<file path="config.mk">
export PLATFORM = sky130hd
export DESIGN_NAME = axi_r_stream_tap
export DESIGN_NICKNAME = d
export VERILOG_FILES = /design/src/rtl/axi_r_stream_tap.sv
export SDC_FILE = /design/constraint.sdc
export NUM_CORES = 1
export LEC_CHECK = 0
export BUFFER_PORTS_ARGS = -buffer_cell sky130_fd_sc_hd__buf_2
export CAP_MARGIN = 20
export CORE_ASPECT_RATIO = 0.6
export CORE_UTILIZATION = 45
export CTS_CLUSTER_DIAMETER = 150
export DETAILED_ROUTE_END_ITERATION = 6
export PLACE_DENSITY = 0.72
export SLEW_MARGIN = 20
export SYNTH_ARGS = -nofsm -noshare
export SYNTH_HDL_FRONTEND = slang
export SYNTH_SLANG_ARGS = --single-unit
</file>
<file path="constraint.sdc">
create_clock -name clk -period 26.1 [get_ports clk]
set_input_delay 2.61 -clock clk [delete_from_list [all_inputs] [get_ports clk]]
set_output_delay 2.61 -clock clk [all_outputs]
set_load 0.02 [all_outputs]
</file>
<file path="src/rtl/axi_r_stream_tap.sv">
// AXI R-channel pass-through tap: each accepted beat is queued and replayed as a data word plus optional metadata word.
// Optional: define AXI_R_TAP_BEAT_COUNT_EN to stamp each beat's index within its burst into the metadata word.
module axi_r_stream_tap #(
  parameter int DATA_WIDTH = 128,
  parameter int ID_WIDTH = 32,
  parameter int USER_WIDTH = 64,
  parameter int FIFO_DEPTH = 4,
  parameter int META_MODE = 0,
  parameter int STREAM_TYPE_WIDTH = 3,
  parameter logic [STREAM_TYPE_WIDTH-1:0] STREAM_TYPE = '0
) (
  input  logic                              clk,
  input  logic                              reset,
  input  logic                              can_forward,
  input  logic [ID_WIDTH-1:0]               AXIM_rid,
  input  logic [DATA_WIDTH-1:0]             AXIM_rdata,
  input  logic [1:0]                        AXIM_rresp,
  input  logic                              AXIM_rlast,
  input  logic [USER_WIDTH-1:0]             AXIM_ruser,
  input  logic                              AXIM_rvalid,
  output logic                              AXIM_rready,
  output logic [ID_WIDTH-1:0]               AXIS_rid,
  output logic [DATA_WIDTH-1:0]             AXIS_rdata,
  output logic [1:0]                        AXIS_rresp,
  output logic                              AXIS_rlast,
  output logic [USER_WIDTH-1:0]             AXIS_ruser,
  output logic                              AXIS_rvalid,
  input  logic                              AXIS_rready,
  output logic                              m_tvalid,
  input  logic                              m_tready,
  output logic [DATA_WIDTH-1:0]             m_tdata,
  output logic                              m_tkind,
  output logic                              m_tlast,
  output logic [STREAM_TYPE_WIDTH-1:0]      m_ttype,
  output logic [$clog2(FIFO_DEPTH+1)-1:0]   fifo_level
);

  localparam int LW = $clog2(FIFO_DEPTH + 1);
  localparam int PW = $clog2(FIFO_DEPTH);

  typedef struct packed {
    logic [DATA_WIDTH-1:0] data;
    logic [ID_WIDTH-1:0]   id;
    logic [1:0]            resp;
    logic                  last;
    logic [15:0]           idx;
  } entry_t;

  typedef enum logic [1:0] {S_IDLE, S_DATA, S_META} state_t;

  entry_t          mem [FIFO_DEPTH];
  entry_t          head, nxt;
  logic [LW-1:0]   level;
  logic [PW-1:0]   wr_ptr, rd_ptr;
  logic            full, en, xfer, pop;
  logic [15:0]     cur_idx;
  state_t          state, state_nx;
  logic            tvalid_nx, tkind_nx, tlast_nx;
  logic [DATA_WIDTH-1:0] tdata_nx;

  // Gate uses the registered level, so a pop at full cannot free a slot for the same cycle.
  assign full = (level == LW'(FIFO_DEPTH));
  assign en   = can_forward && !full && !reset;
  assign xfer = AXIM_rvalid && AXIS_rready && en;

  assign AXIS_rvalid = AXIM_rvalid && en;
  assign AXIM_rready = AXIS_rready && en;
  assign AXIS_rid    = AXIM_rid;
  assign AXIS_rdata  = AXIM_rdata;
  assign AXIS_rresp  = AXIM_rresp;
  assign AXIS_rlast  = AXIM_rlast;
  assign AXIS_ruser  = AXIM_ruser;

  assign m_ttype    = STREAM_TYPE;
  assign fifo_level = level;

`ifdef AXI_R_TAP_BEAT_COUNT_EN
  logic [15:0] beat_cnt;

  always_ff @(posedge clk) begin
    if (reset) beat_cnt <= '0;
    else if (xfer) beat_cnt <= AXIM_rlast ? 16'd0 : beat_cnt + 16'd1;
  end

  assign cur_idx = beat_cnt;
`else
  assign cur_idx = '0;
`endif

  always_ff @(posedge clk) begin
    if (xfer) mem[wr_ptr] <= '{data: AXIM_rdata, id: AXIM_rid, resp: AXIM_rresp,
                               last: AXIM_rlast, idx: cur_idx};
  end

  always_ff @(posedge clk) begin
    if (reset) begin
      wr_ptr <= '0;
      rd_ptr <= '0;
      level  <= '0;
    end else begin
      wr_ptr <= wr_ptr + PW'(xfer);
      rd_ptr <= rd_ptr + PW'(pop);
      level  <= level + LW'(xfer) - LW'(pop);
    end
  end

  assign head = mem[rd_ptr];
  assign nxt  = mem[rd_ptr + PW'(1)];

  function automatic logic [DATA_WIDTH-1:0] build_meta(input entry_t e);
    logic [DATA_WIDTH-1:0] w;
    w = '0;
    w[ID_WIDTH-1:0]      = e.id;
    w[ID_WIDTH +: 2]     = e.resp;
    w[ID_WIDTH+2]        = e.last;
    w[ID_WIDTH+3 +: 16]  = e.idx;
    return w;
  endfunction

  always_ff @(posedge clk) begin
    if (reset) begin
      state    <= S_IDLE;
      m_tvalid <= 1'b0;
      m_tkind  <= 1'b0;
      m_tlast  <= 1'b0;
      m_tdata  <= '0;
    end else begin
      state    <= state_nx;
      m_tvalid <= tvalid_nx;
      m_tkind  <= tkind_nx;
      m_tlast  <= tlast_nx;
      m_tdata  <= tdata_nx;
    end
  end

  // "More entries" means beyond the current head; a beat pushed this cycle is picked up from IDLE.
  always_comb begin
    state_nx  = state;
    tvalid_nx = m_tvalid;
    tkind_nx  = m_tkind;
    tlast_nx  = m_tlast;
    tdata_nx  = m_tdata;
    pop       = 1'b0;
    case (state)
      S_IDLE: begin
        if (level != '0) begin
          tvalid_nx = 1'b1;
          tkind_nx  = 1'b0;
          tlast_nx  = 1'b0;
          tdata_nx  = head.data;
          state_nx  = S_DATA;
        end
      end
      S_DATA: begin
        if (m_tready) begin
          if (META_MODE == 0 || head.last) begin
            tdata_nx = build_meta(head);
            tkind_nx = 1'b1;
            tlast_nx = 1'b1;
            state_nx = S_META;
          end else begin
            pop = 1'b1;
            if (level > LW'(1)) begin
              tdata_nx = nxt.data;
              tkind_nx = 1'b0;
              tlast_nx = 1'b0;
            end else begin
              tvalid_nx = 1'b0;
              tkind_nx  = 1'b0;
              tlast_nx  = 1'b0;
              state_nx  = S_IDLE;
            end
          end
        end
      end
      S_META: begin
        if (m_tready) begin
          pop      = 1'b1;
          tkind_nx = 1'b0;
          tlast_nx = 1'b0;
          if (level > LW'(1)) begin
            tdata_nx = nxt.data;
            state_nx = S_DATA;
          end else begin
            tvalid_nx = 1'b0;
            state_nx  = S_IDLE;
          end
        end
      end
      default: begin
        tvalid_nx = 1'b0;
        state_nx  = S_IDLE;
      end
    endcase
  end

endmodule

</file>
# Word level (Yosys, flattened, before mapping)
# Memory sizes are Yosys's and may differ from the RTL's. A register that Yosys moved wholly into a read port is not among the register bits.
# Cells that the tools add are included.
[op_classes]
addsub = 5
multipliers = 0
div_mod_pow = 0
order_cmp = 1
n_eq_ne = 8
n_shift = 0
mux = 23
bitwise_logic = 1
reduce_logical = 15
[ops]
columns = ["cell", "count"]
rows = [
  ["$mux W128", 4],
  ["$pmux W128 S3", 1],
  ["$mux W1", 11],
  ["$ne A2 B2 Y1 const B", 5],
  ["$mux W2", 4],
  ["$reduce_and A4 Y1", 2],
  ["$logic_and A1 B1 Y1", 6],
  ["$pmux W1 S3", 2],
  ["$pmux W2 S3", 1],
  ["$reduce_bool A3 Y1", 2],
  ["$reduce_and A5 Y1", 1],
  ["$add A2 B1 Y2", 2],
  ["$add A3 B1 Y3", 1],
  ["$eq A3 B3 Y1 const B", 1],
  ["$gt A3 B1 Y1 const B", 1],
  ["$reduce_and A3 Y1", 1],
  ["$sub A3 B1 Y3", 1],
  ["$add A2 B1 Y2 const B", 1],
  ["$eq A2 B1 Y1 const B", 1],
  ["$eq A2 B2 Y1 const B", 1],
  ["$logic_not A1 Y1", 2],
  ["$logic_not A2 Y1", 1],
  ["$not A1 Y1", 1],
]
[totals]
reg_bits = 139
latchBits = 0
mem_bits_rw = 652
mem_bits_ro = 0
word_cells = 61
n_memories = 1
[memory_table]
columns = ["name", "depth", "word_bits", "rd", "rd_clocked_by_memory_dff", "write_ports", "line", "rtl"]
rows = [
  ["mem", 4, 163, 2, 1, 1, "51", "entry_t mem [FIFO_DEPTH];"],
]

# Logic depth before layout (Yosys ltp)
# Gate-level depths: netlist (run 1).
[depth]
depth_word = 7
mapped_depth = 12

# Worst setup path after synthesis (run 1)
# No wires, ideal clock.
[synth_path]
path_kind = "input to register"
start = "input reset"
end = "memory mem[1][0] (netlist name) (enable)"
arrival_time_ns = 14.961
t_required_ns = 25.181
setup_slack_ns = 10.220
stages = 6
n_path_buf = 1
path_cell_list = "clkbuf_1 > inv_1 > o311a_1 > and3_1 > inv_1 > nor3b_1"
[synth_via]
elab_chain_cells = 5
[synth_lines]
columns = ["item", "line", "rtl"]
rows = [
  ["from (decl)", "13", "input logic reset,"],
  ["$logic_not A1 Y1", "63", "assign en = can_forward && !full && !reset;"],
  ["$logic_and A1 B1 Y1", "63", ""],
  ["$logic_and A1 B1 Y1", "64", "assign xfer = AXIM_rvalid && AXIS_rready && en;"],
  ["$mux W1", "91", "if (xfer) mem[wr_ptr] <= '{data: AXIM_rdata, id: AXIM_rid, resp: AXIM_rresp,"],
  ["$mux W1 (not written as such)", "91", ""],
  ["to (decl)", "51", ""],
]
# No other way between the ends.

# Worst setup path after layout (run 1)
[layout_path]
start = "input reset"
end = "output AXIM_rready"
[layout_via]
elab_chain_cells = 3
[layout_lines]
columns = ["item", "line", "rtl"]
rows = [
  ["$logic_not A1 Y1", "63", ""],
  ["$logic_and A1 B1 Y1", "63", ""],
  ["$logic_and A1 B1 Y1", "67", "assign AXIM_rready = AXIS_rready && en;"],
  ["to (decl)", "21", "output logic AXIM_rready,"],
]
# No other way between the ends.

==> results of run 1 <==
power groups by stage:
stage                     logic, uW  clock network, uW  registers (uW)
after floorplan                 826                  0            1590
after global placement         1160                  0            1520
after detailed placement       1180                  0            1520
after CTS                      1180               1120            1500
after global routing           1260               1170            1500
final                          1170               1100            1500
state kept, by name, indices dropped and copies added, names as in the netlist:
name / cells
mem: 652
m_tdata: 128
fifo_level: 3
rd_ptr: 2
state: 2
wr_ptr: 2
m_tlast: 1
m_tvalid: 1
final cells by class:
type / count / area, sq um / area share (%)
Multi-Input combinational cell: 943 / 10500 / 26.7
Sequential cell: 791 / 22400 / 56.9
Clock inverter: 48 / 447 / 1.14
Tap cell: 1053 / 1320 / 3.35
Timing Repair Buffer: 498 / 2600 / 6.63
Clock buffer: 92 / 2040 / 5.20
Inverter: 10 / 42.5 / 0.108
critical path: cells and delay by family:
kind / cells / cell delay [ns]
buf+inv: 3 / 0.68
simple gates: 1 / 0.16
compound gates: 1 / 0.14
cell usage after synthesis:
library cell | instances | area (sq um)
edfxtp_1 | 652 | 19600
buf_4 | 248 | 1860
mux4_2 | 186 | 4190
mux2i_1 | 141 | 1410
dfxtp_1 | 139 | 2780
a21oi_1 | 130 | 651
a211oi_2 | 93 | 1160
a22oi_1 | 93 | 698
o22ai_1 | 70 | 438
clkbuf_1 | 69 | 259
buf_2 | 67 | 335
mux2_2 | 35 | 394
nand2_1 | 35 | 131
o211ai_1 | 35 | 263
o21ai_0 | 33 | 165
a311oi_2 | 27 | 405
buf_6 | 13 | 146
ha_1 | 10 | 125
inv_1 | 10 | 37.5
a311oi_1 | 8 | 70.1
and2_1 | 5 | 31.3
nor2_1 | 5 | 18.8
buf_1 | 4 | 15.0
nor2b_1 | 3 | 18.8
o21ai_1 | 3 | 15.0
xnor2_1 | 3 | 26.3
a21bo_2 | 2 | 20.0
and3_1 | 2 | 12.5
nand2_2 | 2 | 12.5
nand2b_1 | 2 | 12.5
nand3_1 | 2 | 10.0
nor3_1 | 2 | 10.0
nor3b_1 | 2 | 15.0
a211oi_1 | 1 | 7.51
a21bo_1 | 1 | 10.0
a31oi_1 | 1 | 6.26
conb_1 | 1 | 3.75
fa_1 | 1 | 20.0
nor3_2 | 1 | 10.0
nor4b_2 | 1 | 15.0
o21a_1 | 1 | 7.51
o21ba_2 | 1 | 10.0
o311a_1 | 1 | 10.0
or3b_1 | 1 | 8.76
or4_1 | 1 | 7.51
routing by layer:
layer  vias to the layer above  global-route usage [%]
met1                     10553                    26.3
met3                       128                    4.11
met5                         -                       0
li1                       8799                       -
met4                         0                    5.55
met2                       754                    34.5
metrics by stage:
step           setup slack [ns]  utilization, %
3_3_place_gp              19.82            47.4
2_1_floorplan             10.22               -
5_1_grt                   19.81            50.6
3_5_place_dp              19.85            47.4
4_1_cts                   19.85            50.6
6_report                  19.88            50.6
worst min path at each step:
stage / end / slack (ns)
4_1_cts: state[0]$_SDFFE_PP0P_ / 0.52
5_1_grt: m_tdata[1]$_SDFFE_PP0P_ / 0.54
3_3_place_gp: state[0]$_SDFFE_PP0P_ / 0.50
6_report: state[0]$_SDFFE_PP0P_ / 0.52
2_1_floorplan: state[0]$_SDFFE_PP0P_ / 0.48
3_5_place_dp: state[0]$_SDFFE_PP0P_ / 0.51
kinds of logic (layout without fill, tap and decap cells):
group | count (synthesis) | after routing | synth area share, %
buffers and inverters | 411 | 648 | 7.49
AOI/OAI and AO/OA | 500 | 500 | 11.1
and+or+nand+nor | 64 | 64 | 0.886
xor gates and xnor gates | 3 | 3 | 0.0742
other | 1 | 3 | 0.0106
adders and majority gates | 11 | 11 | 0.410
DFF | 791 | 791 | 63.1
muxes | 362 | 362 | 16.9
==> flow_metrics.env, run 1 <==
export IMPL_drt_met1_wl_um=34000
export IMPL_fillCellCount=6350
export IMPL_r2r_start="state[0]$_SDFFE_PP0P_"
export IMPL_most_common_layout_cells="edfxtp_1 (652), buf_2 (466), mux4_2 (186), mux2i_1 (141), dfxtp_1 (137)"
export IMPL_timing_final_crit_share_pct=23.8
export IMPL_layout_commonest_cell="edfxtp_1"
export IMPL_crit_path_end="AXIM_rready"
export IMPL_synth_cell_area_sq_mm=0.0354
export IMPL_io_buffers=467
export IMPL_p_leak_uw=0.0128
export IMPL_wl_um=82500
export IMPL_dp_hpwl_um=46100
export IMPL_wl_met2_um=41700
export IMPL_hold_depth=2
export IMPL_stdcell_area_sq_mm=0.0393
export IMPL_grt_max_degree=157
export IMPL_drcViolationCount=0
export IMPL_h_tree_depth=3
export IMPL_clock_sinks=791
export IMPL_post_cts_buffers=0
export IMPL_gp_congestion=0.760
export IMPL_overflow=0
export IMPL_met3_wirelength_um=5280
export IMPL_tritoncts="built"
export IMPL_endpoint_kind="output port"
export IMPL_vias=20234
export IMPL_power_uw=3770
export IMPL_antenna_found_initial=0
export IMPL_max_stage_delay_ns=0.43
export IMPL_routed_via_density=5.89
export IMPL_ant_nets=0
export IMPL_drv_cap=0
export IMPL_timing_rr_end="m_tdata[30]$_SDFFE_PP0P_"
export IMPL_crit_slowest_cell="clkbuf_8"
export IMPL_rows=79
export IMPL_min_from="state[0]$_SDFFE_PP0P_"
export IMPL_syn_inst=2143
export IMPL_internal_power_uw=2470
export IMPL_sw_frac_of_total_pct=34.4
export IMPL_die_h_um=219
export IMPL_ys_ff_latch=791
export IMPL_first_pass_iters=5
export IMPL_vdd_drop_max_v=0.000118
export IMPL_numCtsBuffers=76
export IMPL_dieArea_sq_mm=0.0799
export IMPL_path_clk_slew_ns=0.06
export IMPL_cts_resized=0
export IMPL_final_cells=3435
export IMPL_drive_above_1_share_pct=41.1
export IMPL_drv_slew=0
export IMPL_ctsHoldBuffers=0
export IMPL_tightest_slew_ns=1.25
export IMPL_io_pins=599
export IMPL_outcome="finished, final reports clean"
export IMPL_whs_ns=0.524
export IMPL_critPathLaunch="reset"
export IMPL_path_cells="clkbuf_8, inv_1, o311a_1, and2_1, buf_2"
export IMPL_relSlewSlack_pct=16.7
export IMPL_cts_buffer_depth=3
export IMPL_comb_power_share_pct=31.1
export IMPL_required_ns=23.49
export IMPL_fmax_mhz=161
export IMPL_grt_first_pass_wirelength_um=122000
export IMPL_coreArea_sq_mm=0.0777
export IMPL_final_hold_violation_count=0
export IMPL_area_growth_pct=10.9
export IMPL_worstPathArrival_ns=3.61
export IMPL_net_switching_power_uw=1300
export IMPL_grt_pass1_vias=20333
export IMPL_cts_root_buf="clkbuf_16"
export IMPL_avgSynthCellArea_sq_um=16.5
export IMPL_setup_viol=0
export IMPL_hp_class="reg2reg"
export IMPL_grtUsageTotal_pct=20.2
export IMPL_initial_core_util_pct=45.6
export IMPL_rrSetupSlack_ns=22.00
export IMPL_p_per_area_mw_per_mm2=95.9
export IMPL_ys_seq_area_share_pct=63.1
export IMPL_clock_skew_ns=0.0156
export IMPL_insertion_delay_ns=0.61
export IMPL_rsz0062_at_grt="no"
export IMPL_drt_iter0_markers=1575
export IMPL_yosysWarnings=0
export IMPL_ys_types=45
export IMPL_postPlaceCellArea_sq_mm=0.0368
export IMPL_seq_power_share_pct=39.7
export IMPL_wl_per_cell_um=24.0
export IMPL_share_clk_of_total_power_pct=29.2
export IMPL_worst_setup_path_type="in2out"
export IMPL_finalSetupTns_ns=0
export IMPL_placed_cells=3295
export IMPL_n_antenna_cell=0
export IMPL_nets=2564
export IMPL_top_layer_used="met4"
export IMPL_cp_max_fo=45
export IMPL_r2r_cells=8
export IMPL_fin_crit_ns=6.22
export IMPL_startpoint_type="input port"
export IMPL_floorplan_die_width_um=364
Note: power is estimated with default switching activity, not from simulation.
==> run 2, diff against run 1 <==
Clock period 26.1 ns to 6 ns, I/O delays scaled along.
==> flow_metrics.env, run 2 (synthesis gave the netlist of run 1 again) <==
export IMPL_rrSetupSlack_ns=2.17
export IMPL_sw_frac_of_total_pct=33.9
export IMPL_fillCellCount=6362
export IMPL_floorplan_die_width_um=364
export IMPL_antenna_found_initial=3
export IMPL_crit_family="compound AO/OA/AOI/OAI gates"
export IMPL_worstPathArrival_ns=4.28
export IMPL_rows=79
export IMPL_crit_buf_inv=2
export IMPL_wl_um=82800
export IMPL_min_to="mem[2][19]$_DFFE_PP_"
export IMPL_insertion_delay_ns=0.62
export IMPL_dieArea_sq_mm=0.0799
export IMPL_worst_slack_ns=2.17
export IMPL_max_stage_delay_ns=0.97
export IMPL_gp_congestion=0.731
export IMPL_relSlewSlack_pct=24.6
export IMPL_vdd_drop_max_v=0.000565
export IMPL_seqCellArea_sq_mm=0.0224
export IMPL_grtUsageTotal_pct=20.4
export IMPL_area_growth_pct=11.3
export IMPL_multiInputGateArea_sq_mm=0.0105
export IMPL_hp_class="in2reg"
export IMPL_min_from="AXIM_rid[16]"
export IMPL_cts_root_buf="clkbuf_16"
export IMPL_finalSetupTns_ns=0
export IMPL_vias=20228
export IMPL_post_cts_buffers=0
export IMPL_tightest_slew_ns=1.13
export IMPL_most_common_layout_cells="edfxtp_1 (652), buf_2 (466), mux4_2 (186), mux2i_1 (141), dfxtp_1 (137)"
export IMPL_drv_cap=0
export IMPL_ctsHoldBuffers=0
export IMPL_clock_skew_ns=0.0254
export IMPL_r2r_cells=7
export IMPL_timing_final_crit_share_pct=63.8
export IMPL_drive_above_1_share_pct=40.7
export IMPL_grt_pass1_vias=20749
export IMPL_seq_power_share_pct=39.8
export IMPL_tritoncts="built"
export IMPL_r2r_start="fifo_level[1]$_SDFF_PP0_"
export IMPL_whs_ns=0.201
export IMPL_cp_max_fo=78
export IMPL_grt_max_degree=151
export IMPL_drv_slew=0
export IMPL_p_leak_uw=0.0128
export IMPL_initial_core_util_pct=45.6
export IMPL_final_hold_violation_count=0
export IMPL_outcome="finished, final reports clean"
export IMPL_fin_crit_ns=3.83
export IMPL_crit_slowest_cell="and2_4"
export IMPL_required_ns=6.45
export IMPL_coreArea_sq_mm=0.0777
export IMPL_io_buffers=467
export IMPL_wl_per_cell_um=24.1
export IMPL_timing_rr_end="m_tdata[79]$_SDFFE_PP0P_"
export IMPL_hold_depth=1
export IMPL_drcViolationCount=0
export IMPL_p_per_area_mw_per_mm2=416
export IMPL_startpoint_type="register"
export IMPL_share_clk_of_total_power_pct=29.4
export IMPL_path_cells="inv_1, ha_1, a21bo_2, a21bo_4, and2_4, buf_12, a211oi_2"
export IMPL_top_register="mem"
export IMPL_dp_hpwl_um=46400
export IMPL_die_h_um=219
export IMPL_first_pass_iters=5
export IMPL_nets=2562
export IMPL_fmax_mhz=261
export IMPL_comb_power_share_pct=30.8
export IMPL_routed_via_density=5.89
export IMPL_net_switching_power_uw=5560
export IMPL_path_clk_slew_ns=0.07
export IMPL_cts_resized=0
export IMPL_ant_nets=0
export IMPL_grt_first_pass_wirelength_um=123000
export IMPL_dp_slack_ns=2.24
export IMPL_layout_commonest_cell="edfxtp_1"
export IMPL_drt_iter0_markers=1754
export IMPL_h_tree_depth=3
export IMPL_largest_register_ffs=652
export IMPL_rsz0062_at_grt="no"
export IMPL_overflow=0
export IMPL_worst_setup_path_type="reg2reg"
export IMPL_cts_buffer_depth=3
export IMPL_io_pins=599
export IMPL_setup_viol=0
export IMPL_endpoint_kind="register"
export IMPL_clock_sinks=791
export IMPL_numCtsBuffers=75
export IMPL_internal_power_uw=10800
[run 2: per-layer routing]
| layer | share of wire, % | GRT usage [%] | vias to the layer above |
|---|---|---|---|
| met5 | 0 | 0 | - |
| met4 | 2.2 | 6.36 | 0 |
| met3 | 7.5 | 3.80 | 129 |
| met2 | 49 | 33.9 | 830 |
| met1 | 41 | 27.3 | 10487 |
| li1 | - | - | 8782 |
[run 2: metrics by stage]
| step | cells | util (%) | power [uW] | instance area [sq um] |
|---|---|---|---|---|
| final | 3434 | 50.8 | 16400 | 39400 |
| after global routing | 3433 | 50.8 | 17100 | 39400 |
| after CTS | 3431 | 50.7 | 16500 | 39400 |
| after detailed placement | 3293 | 47.5 | 11700 | 36900 |
| after global placement | 3293 | 47.5 | 11600 | 36900 |
| after floorplan | 2145 | - | 10500 | 35500 |
[run 2: cell type report]
class / instances / share of cell area, %
Clock inverter: 37 / 1.10
Clock buffer: 101 / 5.27
Inverter: 10 / 0.108
Timing Repair Buffer: 497 / 6.86
Sequential cell: 791 / 56.7
Tap cell: 1053 / 3.34
Antenna cell: 2 / 0.0127
Multi-Input combinational cell: 943 / 26.6
[run 2: how the worst max path moves through the flow]
stage | depth (start not counted) | endpoint | slack [ns] | startpoint
6_report | 7 | m_tdata[79]$_SDFFE_PP0P_ | 2.17 | fifo_level[1]$_SDFF_PP0_
5_1_grt | 7 | m_tdata[17]$_SDFFE_PP0P_ | 2.03 | fifo_level[1]$_SDFF_PP0_
4_1_cts | 7 | m_tdata[79]$_SDFFE_PP0P_ | 2.23 | fifo_level[1]$_SDFF_PP0_
3_5_place_dp | 7 | m_tdata[8]$_SDFFE_PP0P_ | 2.24 | fifo_level[1]$_SDFF_PP0_
3_3_place_gp | 7 | m_tdata[9]$_SDFFE_PP0P_ | 2.30 | fifo_level[1]$_SDFF_PP0_
2_1_floorplan | 6 | mem[2][0]$_DFFE_PP_ | -2.11 | reset
[run 2: power groups by stage]
stage | registers (uW) | clock network [uW] | logic (uW)
global route | 6560 | 5130 | 5410
global placement | 6630 | 0 | 4920
floorplan | 6920 | 0 | 3590
finish | 6530 | 4830 | 5050
CTS | 6530 | 4920 | 5080
detailed placement | 6640 | 0 | 5060
